==> src/rtl/volume_display_pkg.sv <==
// Shared types and constants for the volume meter display: peak FSM states,
// active-low segment codes, anode one-hot patterns and a small BCD helper.
package volume_display_pkg;

    typedef enum logic [1:0] {
        IDLE  = 2'd0,
        HOLD  = 2'd1,
        DECAY = 2'd2
    } peak_state_t;

    localparam logic [6:0] SEG_0     = 7'b0000001;
    localparam logic [6:0] SEG_1     = 7'b1001111;
    localparam logic [6:0] SEG_2     = 7'b0010010;
    localparam logic [6:0] SEG_3     = 7'b0000110;
    localparam logic [6:0] SEG_4     = 7'b1001100;
    localparam logic [6:0] SEG_5     = 7'b0100100;
    localparam logic [6:0] SEG_6     = 7'b0100000;
    localparam logic [6:0] SEG_7     = 7'b0001111;
    localparam logic [6:0] SEG_8     = 7'b0000000;
    localparam logic [6:0] SEG_9     = 7'b0000100;
    localparam logic [6:0] SEG_BLANK = 7'b1111111;

    localparam logic [3:0] AN_DIG0 = 4'b1110;
    localparam logic [3:0] AN_DIG1 = 4'b1101;
    localparam logic [3:0] AN_DIG2 = 4'b1011;
    localparam logic [3:0] AN_DIG3 = 4'b0111;
    localparam logic [3:0] AN_OFF  = 4'b1111;

    // Splits a value of at most 99 into {tens, ones} by trial subtraction.
    function automatic logic [7:0] to_bcd(input logic [6:0] value);
        logic [3:0] tens;
        logic [6:0] rest;
        tens = 4'd0;
        rest = value;
        for (int k = 9; k >= 1; k--) begin
            if (tens == 4'd0 && value >= 7'(10 * k)) begin
                tens = 4'(k);
                rest = value - 7'(10 * k);
            end
        end
        return {tens, 4'(rest)};
    endfunction

endpackage

==> src/rtl/seg7_digit_decoder.sv <==
// One BCD digit to active-low 7-segment pattern {a,b,c,d,e,f,g}; a blank flag
// or an out-of-range code turns every segment off.
module seg7_digit_decoder
    import volume_display_pkg::*;
(
    input  logic [3:0] bcd,
    input  logic       blank,
    output logic [6:0] seg
);

    always_comb begin
        seg = SEG_BLANK;
        if (!blank) begin
            case (bcd)
                4'd0:    seg = SEG_0;
                4'd1:    seg = SEG_1;
                4'd2:    seg = SEG_2;
                4'd3:    seg = SEG_3;
                4'd4:    seg = SEG_4;
                4'd5:    seg = SEG_5;
                4'd6:    seg = SEG_6;
                4'd7:    seg = SEG_7;
                4'd8:    seg = SEG_8;
                4'd9:    seg = SEG_9;
                default: seg = SEG_BLANK;
            endcase
        end
    end

endmodule

==> src/rtl/volume_meter_display.sv <==
// Volume meter: clamped level register, peak hold/decay FSM, LED bar with a
// peak marker and a 4-digit multiplexed 7-segment readout (level | peak).
module volume_meter_display
    import volume_display_pkg::*;
#(
    parameter int LEVEL_W        = 4,
    parameter int MAX_LEVEL      = 15,
    parameter int REFRESH_DIV    = 100000,
    parameter int PEAK_HOLD_CYC  = 50000000,
    parameter int PEAK_DECAY_CYC = 10000000
) (
    input  logic                 clk,
    input  logic                 rst_n,
    input  logic [LEVEL_W-1:0]   level_in,
    input  logic                 peak_clr,
    output logic [MAX_LEVEL-1:0] led,
    output logic [3:0]           an,
    output logic [6:0]           seg,
    output logic [LEVEL_W-1:0]   peak_level
);

    localparam int REF_W     = (REFRESH_DIV > 1) ? $clog2(REFRESH_DIV) : 1;
    localparam int TIMER_MAX = (PEAK_HOLD_CYC > PEAK_DECAY_CYC) ? PEAK_HOLD_CYC : PEAK_DECAY_CYC;
    localparam int TIMER_W   = (TIMER_MAX > 1) ? $clog2(TIMER_MAX) : 1;

    localparam logic [LEVEL_W-1:0] LEVEL_MAX  = LEVEL_W'(MAX_LEVEL);
    localparam logic [TIMER_W-1:0] HOLD_LAST  = TIMER_W'(PEAK_HOLD_CYC - 1);
    localparam logic [TIMER_W-1:0] DECAY_LAST = TIMER_W'(PEAK_DECAY_CYC - 1);
    localparam logic [REF_W-1:0]   REF_LAST   = REF_W'(REFRESH_DIV - 1);

    logic [LEVEL_W-1:0]   lvl_q;
    logic [LEVEL_W-1:0]   peak, peak_next;
    logic [TIMER_W-1:0]   timer, timer_next;
    peak_state_t          state, state_next;
    logic [REF_W-1:0]     refresh_cnt;
    logic [1:0]           digit_sel;
    logic [MAX_LEVEL-1:0] led_next;
    logic [7:0]           lvl_bcd, peak_bcd;
    logic [3:0]           dig_bcd;
    logic                 dig_blank;
    logic [3:0]           an_next;
    logic [6:0]           seg_next;

    // Peak FSM state register, plus the clamped input stage.
    always_ff @(posedge clk) begin
        if (!rst_n) begin
            lvl_q <= '0;
            state <= IDLE;
            peak  <= '0;
            timer <= '0;
        end else begin
            lvl_q <= (level_in > LEVEL_MAX) ? LEVEL_MAX : level_in;
            state <= state_next;
            peak  <= peak_next;
            timer <= timer_next;
        end
    end

    // Capture outranks hold expiry and decrements, so a rising level always wins.
    always_comb begin
        state_next = state;
        peak_next  = peak;
        timer_next = timer;
        if (lvl_q >= peak || peak_clr) begin
            peak_next  = lvl_q;
            timer_next = '0;
            state_next = (lvl_q != '0) ? HOLD : IDLE;
        end else begin
            case (state)
                IDLE: begin
                end
                HOLD: begin
                    if (timer == HOLD_LAST) begin
                        state_next = DECAY;
                        timer_next = '0;
                    end else begin
                        timer_next = timer + TIMER_W'(1);
                    end
                end
                DECAY: begin
                    if (timer == DECAY_LAST) begin
                        peak_next  = peak - LEVEL_W'(1);
                        timer_next = '0;
                        if (peak == LEVEL_W'(1)) state_next = IDLE;
                    end else begin
                        timer_next = timer + TIMER_W'(1);
                    end
                end
                default: state_next = IDLE;
            endcase
        end
    end

    // Output decode: LED bar with peak marker and the digit for the current slot.
    always_comb begin
        led_next = '0;
        for (int i = 0; i < MAX_LEVEL; i++) begin
            led_next[i] = (LEVEL_W'(i) < lvl_q) ||
                          (peak > lvl_q && LEVEL_W'(i) == peak - LEVEL_W'(1));
        end
        lvl_bcd   = to_bcd(7'(lvl_q));
        peak_bcd  = to_bcd(7'(peak));
        dig_bcd   = lvl_bcd[3:0];
        dig_blank = 1'b0;
        an_next   = AN_DIG0;
        case (digit_sel)
            2'd0: begin
                dig_bcd = lvl_bcd[3:0];
                an_next = AN_DIG0;
            end
            2'd1: begin
                dig_bcd   = lvl_bcd[7:4];
                dig_blank = (lvl_bcd[7:4] == 4'd0);
                an_next   = AN_DIG1;
            end
            2'd2: begin
                dig_bcd = peak_bcd[3:0];
                an_next = AN_DIG2;
            end
            default: begin
                dig_bcd   = peak_bcd[7:4];
                dig_blank = (peak_bcd[7:4] == 4'd0);
                an_next   = AN_DIG3;
            end
        endcase
    end

    seg7_digit_decoder u_decoder (
        .bcd   (dig_bcd),
        .blank (dig_blank),
        .seg   (seg_next)
    );

    // Scan timing and registered display outputs; an and seg share one edge.
    always_ff @(posedge clk) begin
        if (!rst_n) begin
            refresh_cnt <= '0;
            digit_sel   <= 2'd0;
            led         <= '0;
            an          <= AN_OFF;
            seg         <= SEG_BLANK;
        end else begin
            if (refresh_cnt == REF_LAST) begin
                refresh_cnt <= '0;
                digit_sel   <= digit_sel + 2'd1;
            end else begin
                refresh_cnt <= refresh_cnt + REF_W'(1);
            end
            led <= led_next;
            an  <= an_next;
            seg <= seg_next;
        end
    end

    assign peak_level = peak;

endmodule

==> config.mk <==
export PLATFORM = sky130hd
export DESIGN_NAME = volume_meter_display
export DESIGN_NICKNAME = d
export VERILOG_FILES = /design/src/rtl/volume_display_pkg.sv /design/src/rtl/seg7_digit_decoder.sv /design/src/rtl/volume_meter_display.sv
export SDC_FILE = /design/constraint.sdc
export NUM_CORES = 1
export LEC_CHECK = 0
export BUFFER_PORTS_ARGS = -buffer_cell sky130_fd_sc_hd__buf_2
export CAP_MARGIN = 10
export CORE_AREA = 4 4 114 116
export CTS_CLUSTER_SIZE = 14
export DETAILED_ROUTE_END_ITERATION = 8
export DIE_AREA = 0 0 118 120
export GPL_TIMING_DRIVEN = 1
export HOLD_SLACK_MARGIN = 0.08
export PLACE_DENSITY = 0.48
export SLEW_MARGIN = 20
export SYNTH_ARGS = -nofsm -noshare
export SYNTH_HDL_FRONTEND = slang
export SYNTH_SLANG_ARGS = --single-unit
==> constraint.sdc <==
create_clock -name clk -period 3.3 [get_ports clk]
set_input_delay 0.33 -clock clk [delete_from_list [all_inputs] [get_ports clk]]
set_output_delay 0.33 -clock clk [all_outputs]
set_load 0.02 [all_outputs]
==> metrics.csv, run 1 <==
stage;metric;value;unit
grt;pin_count_of_the_biggest_net_entering_global_routing;26;
timing;hold_viol;0;
worst_setup_path;crit_type;flop to flop;
drt;postRouteWirelength;9310;microns
die;dieArea;14200;sq um
clock_network;cts_made_buffers;9;
timing;slew_violations;0;
timing;timing.max_slew.rel_slack;48.3;%
synthesis;synth_largest_type_area_fraction;39.0;%
synthesis;postSynthAreaPerCell;8.82;sq um
drt;route.detailed.vias_per_inst;5.16;
drt;detail_route.drc_violations;0;
synthesis;async_reset_ff_share;0;%
final_layout;antennaDiodeCount;0;
die;die_w;118;microns
worst_setup_path;crit_path_start_kind;flop;
synthesis;synthTopCellsByCount;dfxtp_1, nor2_1, ha_1;
timing;fin_crit_sh;79.1;%
die;rows;40;
clock_network;cts_tree;built;
power_and_ir_drop;switching_power;0.000675;W
timing;fmaxAchievable;383;MHz
power_and_ir_drop;clkPwrFrac;45.7;%
timing;setup_slack;0.690;ns
grt;antenna_violations_before_repair;0;
synthesis;syn_area;4160;sq um
clock_network;insertion_delay;0.35;ns
outcome;status;finished, final reports clean;
synthesis;synth_cell_types;56;
power_and_ir_drop;cellPowerDensity;525;nW/um^2
synthesis;total_of_flip_flops_plus_latches_after_synthesis;81;
power_and_ir_drop;power_frac_seq;41.2;%
place;place.port_buffers;36;
synthesis;synth_most_common_cell;dfxtp_1;
synthesis;dominantRegCellSynth;dfxtp_1;
timing;tightestPinTransition;0.772;ns
drt;final_antenna_net_count;0;
grt;gr-usage-met3;3.77;%
final_layout;regArea;1620;sq um
clock_network;ctsHtreeMaxLevel;3;
power_and_ir_drop;power.switching_fraction;26.6;%
power_and_ir_drop;cell_internal_pwr;0.00186;W
synthesis;count_of_flip_flops_with_a_built_in_enable_after_synthesis;0;
grt;globalRouteOverflowTotal;0;
place;gp_congestion;0.851;
worst_setup_path;critical_path.endpoint_type;flop;
place;dpl.hpwl;6590;microns
final_layout;nets;547;
die;initial_utilization;34.9;%
min_path;min-delay-path-class;input port to flop;
clock_network;cts_hold_buffers;0;
synthesis;synth_cells;471;
final_layout;post-route-util;40.6;%
final_layout;n_fill_cell;1226;
grt;grtUsageMet1;17.0;%
die;core;11900;sq um
power_and_ir_drop;worst_ir_drop_vdd;0.259;mV
grt;grt_first_pass_wirelength;16200;microns
timing;post-route-min-period;2.61;ns
clock_network;clkTransAtPathRegs;0.06;ns
grt;gr_layer_usage_met2;23.0;%
grt;first_global_vias;3438;
timing;finClkSkew;0.00610;ns
worst_setup_path;cp_data_required_time;3.49;ns
worst_setup_path;cp_max_fo;8;
clock_network;clock_sink_count;81;
place;dp_slack;0.791;ns
synthesis;synth_top_area_cell;dfxtp_1;
timing;setup_repair_after_global_routing_missed_its_margin;false;
worst_setup_path;timing.critical_path.arrival;2.80;ns
drt;detail_route.iter0.violations;289;
worst_setup_path;rrSetupSlack;0.69;ns
timing;holdWs;0.184;ns
power_and_ir_drop;combinationalPowerShare;13.2;%
clock_network;post-cts-setup-buffers;0;
final_layout;drive_gt1_share;15.0;%
final_layout;syn_to_final_growth;16.2;%
die;die_height;120;microns
job;maxCapViolCount;0;
grt;busiest_layer;met2;
drt;detail_route.first_pass.iterations;5;
synthesis;synth.yosys.seq_area_share;39.0;%
drt;drt-wirelength-per-cell;14.1;microns
grt;grt_use_total;14.0;%
timing;totalNegativeSetupSlack;0;ns
final_layout;area_used_by_multi_input_combinational_logic;2380;sq um
synthesis;yosys_warnings;0;
power_and_ir_drop;leakagePower;1.78;nW
clock_network;cts-root-buf;clkbuf_16;
clock_network;clockBufferDepth;2;
timing;final_setup_vio_count;0;
synthesis;synth.net_count;510;
die;top_level_pins;37;
drt;via_count;3406;
synthesis;synthTopCellsByArea;dfxtp_1, ha_1, xor2_1;
clock_network;cts_resized;0;
## cells by family after synthesis
group,count (synthesis),synth area share [%]
compound gates,71,11.3
buf+inv,38,3.79
mux,4,0.993
simple gates,195,24.8
flops,81,39.0
xor+xnor,50,10.5
fa+ha+maj,32,9.63
## state kept, by name, indices dropped and copies added, names as in the netlist
register / cells
led: 15
state: 2
digit_sel: 2
timer: 26
an: 4
peak_level: 4
seg: 7
lvl_q: 4
refresh_cnt: 17
## power by group through the flow
stage / Combinational (W) / Sequential (W) / Clock [W]
2_1_floorplan: 0.000212 / 0.00109 / 0
3_3_place_gp: 0.000328 / 0.00107 / 0
3_5_place_dp: 0.000329 / 0.00107 / 0
4_1_cts: 0.000333 / 0.00104 / 0.00119
5_1_grt: 0.000371 / 0.00105 / 0.00124
6_report: 0.000333 / 0.00104 / 0.00116
## worst max-delay path: stages (launching register included)
cell,delay (ns)
dfxtp_1,0.49
inv_1,0.16
ha_1,0.22
nor2b_1,0.16
o21ai_0,0.28
a22oi_1,0.21
inv_1,0.15
ha_1,0.19
a21oi_1,0.05
a2111oi_0,0.46
a41oi_1,0.09
## final cells by class
| cell class | count | area share [%] |
|---|---|---|
| multi-input cells | 352 | 49.2 |
| flip-flops and latches | 81 | 33.6 |
| clock buffers | 9 | 4.66 |
| repair buffers | 41 | 4.51 |
| well taps | 147 | 3.81 |
| clock inverters | 7 | 2.46 |
| inverters | 23 | 1.79 |
## path summary, 6_finish.rpt
kind                  startpoint              to  cells past startpoint
setup / recovery   peak_level[2]          seg[2]                     10
hold / removal       level_in[2]        lvl_q[2]                      2
setup reg to reg   peak_level[2]          seg[2]                     10
hold reg to reg   refresh_cnt[0]  refresh_cnt[0]                      1
## metal layers
| metal | routed length, microns | part of all wire (%) |
|---|---|---|
| met5 | 0 | 0 |
| met4 | 223 | 2.4 |
| met1 | 4330 | 46 |
| met2 | 4290 | 46 |
| met3 | 469 | 5.0 |
## cell usage in the layout (no fill, tap or decap), types with 2 or more instances in the layout
| cell | netlist | layout |
|---|---|---|
| nor4_2 | 2 | 2 |
| buf_2 | 0 | 36 |
| a31oi_1 | 7 | 7 |
| o22ai_1 | 2 | 2 |
| o211ai_1 | 7 | 7 |
| dfxtp_1 | 81 | 81 |
| nor2_1 | 54 | 54 |
| clkinvlp_4 | 0 | 2 |
| nand3_1 | 25 | 25 |
| nand2_1 | 30 | 30 |
| nand4_1 | 28 | 28 |
| bufinv_16 | 0 | 3 |
| nand2b_1 | 5 | 5 |
| nor3_1 | 9 | 9 |
| ha_1 | 32 | 32 |
| inv_1 | 23 | 23 |
| and3_1 | 4 | 4 |
| nand4b_1 | 2 | 2 |
| xor2_1 | 30 | 30 |
| o2111ai_1 | 3 | 3 |
| nor2b_1 | 5 | 5 |
| or2_2 | 5 | 5 |
| nor2_2 | 4 | 4 |
| o21ai_0 | 9 | 9 |
| nor4_1 | 5 | 5 |
| clkbuf_16 | 0 | 9 |
| mux2i_1 | 3 | 3 |
| buf_4 | 0 | 5 |
| and2_1 | 5 | 5 |
| xnor2_1 | 20 | 20 |
| a21oi_1 | 24 | 24 |
| a21boi_0 | 5 | 5 |
## metrics by stage
step           cell area, sq um  total power [W]  instances
2_1_floorplan              4160          0.00130        471
3_3_place_gp               4490          0.00139        644
3_5_place_dp               4490          0.00139        644
4_1_cts                    4830          0.00256        660
5_1_grt                    4830          0.00266        660
6_report                   4830          0.00253        660
No activity file was read; power rests on OpenSTA's default activity.
==> run 2: changes to the inputs <==
- clock period: 3.3 -> 2.41 ns (I/O delays scaled with it)
==> run 2 against run 1 <==
Net effect: final cell count up 1.7%; maximum frequency grew 15%; routed wire length is 0.45% lower; clock power is 27% higher; via count is 0.38% lower; cell area up 2.1%; sequential share of layout area is 0.70 points lower; utilization up 0.86 points; count of clock-buffer cells in the layout grew 2; setup slack got worse by 0.55 ns; sequential power increased by 37%; die area unchanged.
==> metrics.csv, run 2 (synthesis results as in run 1) <==
stage;metric;value;unit;change
clock_network;cts_hold_buffers;0;;unchanged
worst_setup_path;cell_family_with_the_largest_share_of_critical_path_delay;compound AO/OA/AOI/OAI gates;;
drt;route.detailed.vias_per_inst;5.06;;-2.0%
worst_setup_path;path_cells;buf_4, or2_2, o21ai_0, a22oi_2, inv_1, ha_1, a21oi_1, a2111oi_1, a41oi_1;;
final_layout;reg_top3;timer x26, refresh_cnt x17, led x15;;
power_and_ir_drop;switching_power;0.000876;W;+30%
worst_setup_path;cp_max_fo;7;;-1
power_and_ir_drop;power.switching_fraction;25.8;%;-0.85 points
die;dieArea;14200;sq um;unchanged
die;top_level_pins;37;;unchanged
power_and_ir_drop;clkPwrFrac;43.2;%;-2.5 points
die;initial_utilization;34.9;%;unchanged
drt;detail_route.iter0.violations;222;;-23%
outcome;status;finished, final reports clean;;
timing;slew_violations;0;;unchanged
drt;via_count;3393;;-0.38%
clock_network;cts-root-buf;clkbuf_16;;
power_and_ir_drop;power_frac_seq;41.8;%;+0.6 points
final_layout;largest_register_ff_count;26;;unchanged
final_layout;registers.top_by_ff_count;timer;;
timing;timing.max_slew.rel_slack;57.3;%;+9.1 points
clock_network;insertion_delay;0.34;ns;about the same
final_layout;drive_gt1_share;17.4;%;+2.4 points
die;die_height;120;microns;unchanged
final_layout;layout.cell_area.non_filler;4930;sq um;+2.1%
drt;detail_route.first_pass.iterations;4;;-1
place;dpl.hpwl;6710;microns;+1.8%
place;place.port_buffers;36;;unchanged
timing;post-route-min-period;2.27;ns;-0.343 ns
grt;pin_count_of_the_biggest_net_entering_global_routing;26;;unchanged
job;maxCapViolCount;0;;unchanged
worst_setup_path;critical_path.endpoint_type;flop;;
power_and_ir_drop;cell_internal_pwr;0.00252;W;+36%
timing;fmaxAchievable;441;MHz;+15%
drt;drt-wirelength-per-cell;13.8;microns;-2.1%
power_and_ir_drop;post-layout-total-power;0.00340;W;+34%
timing;fin_crit_sh;94.1;%;+15 points
worst_setup_path;worst_path_largest_cell_delay;0.39;ns;-0.10 ns
final_layout;layout.cells.most_common;dfxtp_1;;
place;placed_area;4600;sq um;+2.5%
timing;finClkSkew;0.00634;ns;+0.000239 ns
grt;grt_use_total;13.8;%;-0.17 points
worst_setup_path;critical_path.n_buffers_inverters;2;;unchanged
grt;antenna_violations_before_repair;0;;unchanged
die;rows;40;;unchanged
drt;detail_route.drc_violations;0;;unchanged
timing;tightestPinTransition;0.639;ns;-0.133 ns
clock_network;cts_tree;built;;
clock_network;ctsHtreeMaxLevel;3;;unchanged
power_and_ir_drop;leakagePower;1.85;nW;+3.9%
drt;final_antenna_net_count;0;;unchanged
clock_network;clkTransAtPathRegs;0.06;ns;about the same
worst_setup_path;cp_data_required_time;2.60;ns;-0.89 ns
worst_setup_path;crit_path_start_kind;flop;;
final_layout;mostFrequentLayoutCells;dfxtp_1, nor2_1, buf_2, ha_1;;
final_layout;nets;560;;+2.4%
drt;postRouteWirelength;9260;microns;-0.45%
place;gp_congestion;0.887;;+4.2%
final_layout;antennaDiodeCount;0;;unchanged
worst_setup_path;crit_type;flop to flop;;
grt;globalRouteOverflowTotal;0;;unchanged
power_and_ir_drop;worst_ir_drop_vdd;0.256;mV;-1.1%
min_path;min-delay-path-class;input port to flop;;
timing;hold_viol;0;;unchanged
power_and_ir_drop;combinationalPowerShare;15.1;%;+1.9 points
die;core;11900;sq um;unchanged
power_and_ir_drop;cellPowerDensity;689;nW/um^2;+31%
grt;grt_first_pass_wirelength;15800;microns;-2.4%
grt;first_global_vias;3295;;-4.2%
clock_network;clock_sink_count;81;;unchanged
clock_network;cts_made_buffers;9;;unchanged
clock_network;clockBufferDepth;2;;unchanged
worst_setup_path;crit_path_top_delay_cell;a2111oi_1;;
timing;final_setup_vio_count;0;;unchanged
die;die_w;118;microns;unchanged
final_layout;syn_to_final_growth;18.7;%;
worst_setup_path;timing.critical_path.arrival;2.46;ns;-0.34 ns
final_layout;post-route-util;41.4;%;+0.86 points
==> run 2: layer usage <==
| metal | part of all wire, % | track usage, % |
|---|---|---|
| met1 | 47 | 17.1 |
| met4 | 2.5 | 7.33 |
| met5 | 0 | 0 |
| met2 | 47 | 22.5 |
| met3 | 3.8 | 3.06 |
==> run 2: through the flow <==
stage	setup TNS (ns)	std cells	hold WS (ns)	setup slack (ns)
2_1_floorplan	0	471	0.368	0.118
3_3_place_gp	0	657	0.447	0.192
3_5_place_dp	0	657	0.452	0.166
4_1_cts	0	671	0.0976	0.146
5_1_grt	-0.00429	671	0.113	-0.00429
6_report	0	671	0.111	0.143
==> run 2: worst paths after layout <==
kind	start	to	slack (ns)	cells past startpoint
min reg2reg	refresh_cnt[0]	refresh_cnt[0]	0.46	1
max reg2reg	peak_level[1]	seg[2]	0.14	9
max	peak_level[1]	seg[2]	0.14	9
min	level_in[1]	lvl_q[1]	0.11	2
==> run 2: power groups by stage <==
stage | combinational, W | clock, W | sequential [W]
floorplan | 0.000291 | 0 | 0.00149
global placement | 0.000502 | 0 | 0.00145
detailed placement | 0.000509 | 0 | 0.00145
CTS | 0.000511 | 0.00153 | 0.00142
global route | 0.000571 | 0.00160 | 0.00142
finish | 0.000513 | 0.00147 | 0.00142
==> run 2: layout make-up <==
class                   instances  area (sq um)
fillers                      1199          6980
clock inverters                 3          65.1
flip-flops and latches         81          1620
well taps                     147           184
inverters                      23          86.3
multi-input cells             352          2400
repair buffers                 54           328
clock buffers                  11           253
==> run 2: what timing repair did <==
item                       in CTS  in global routing
gates resized for setup         0                  5
setup endpoints to repair       0                  4
setup buffers                   0                  0
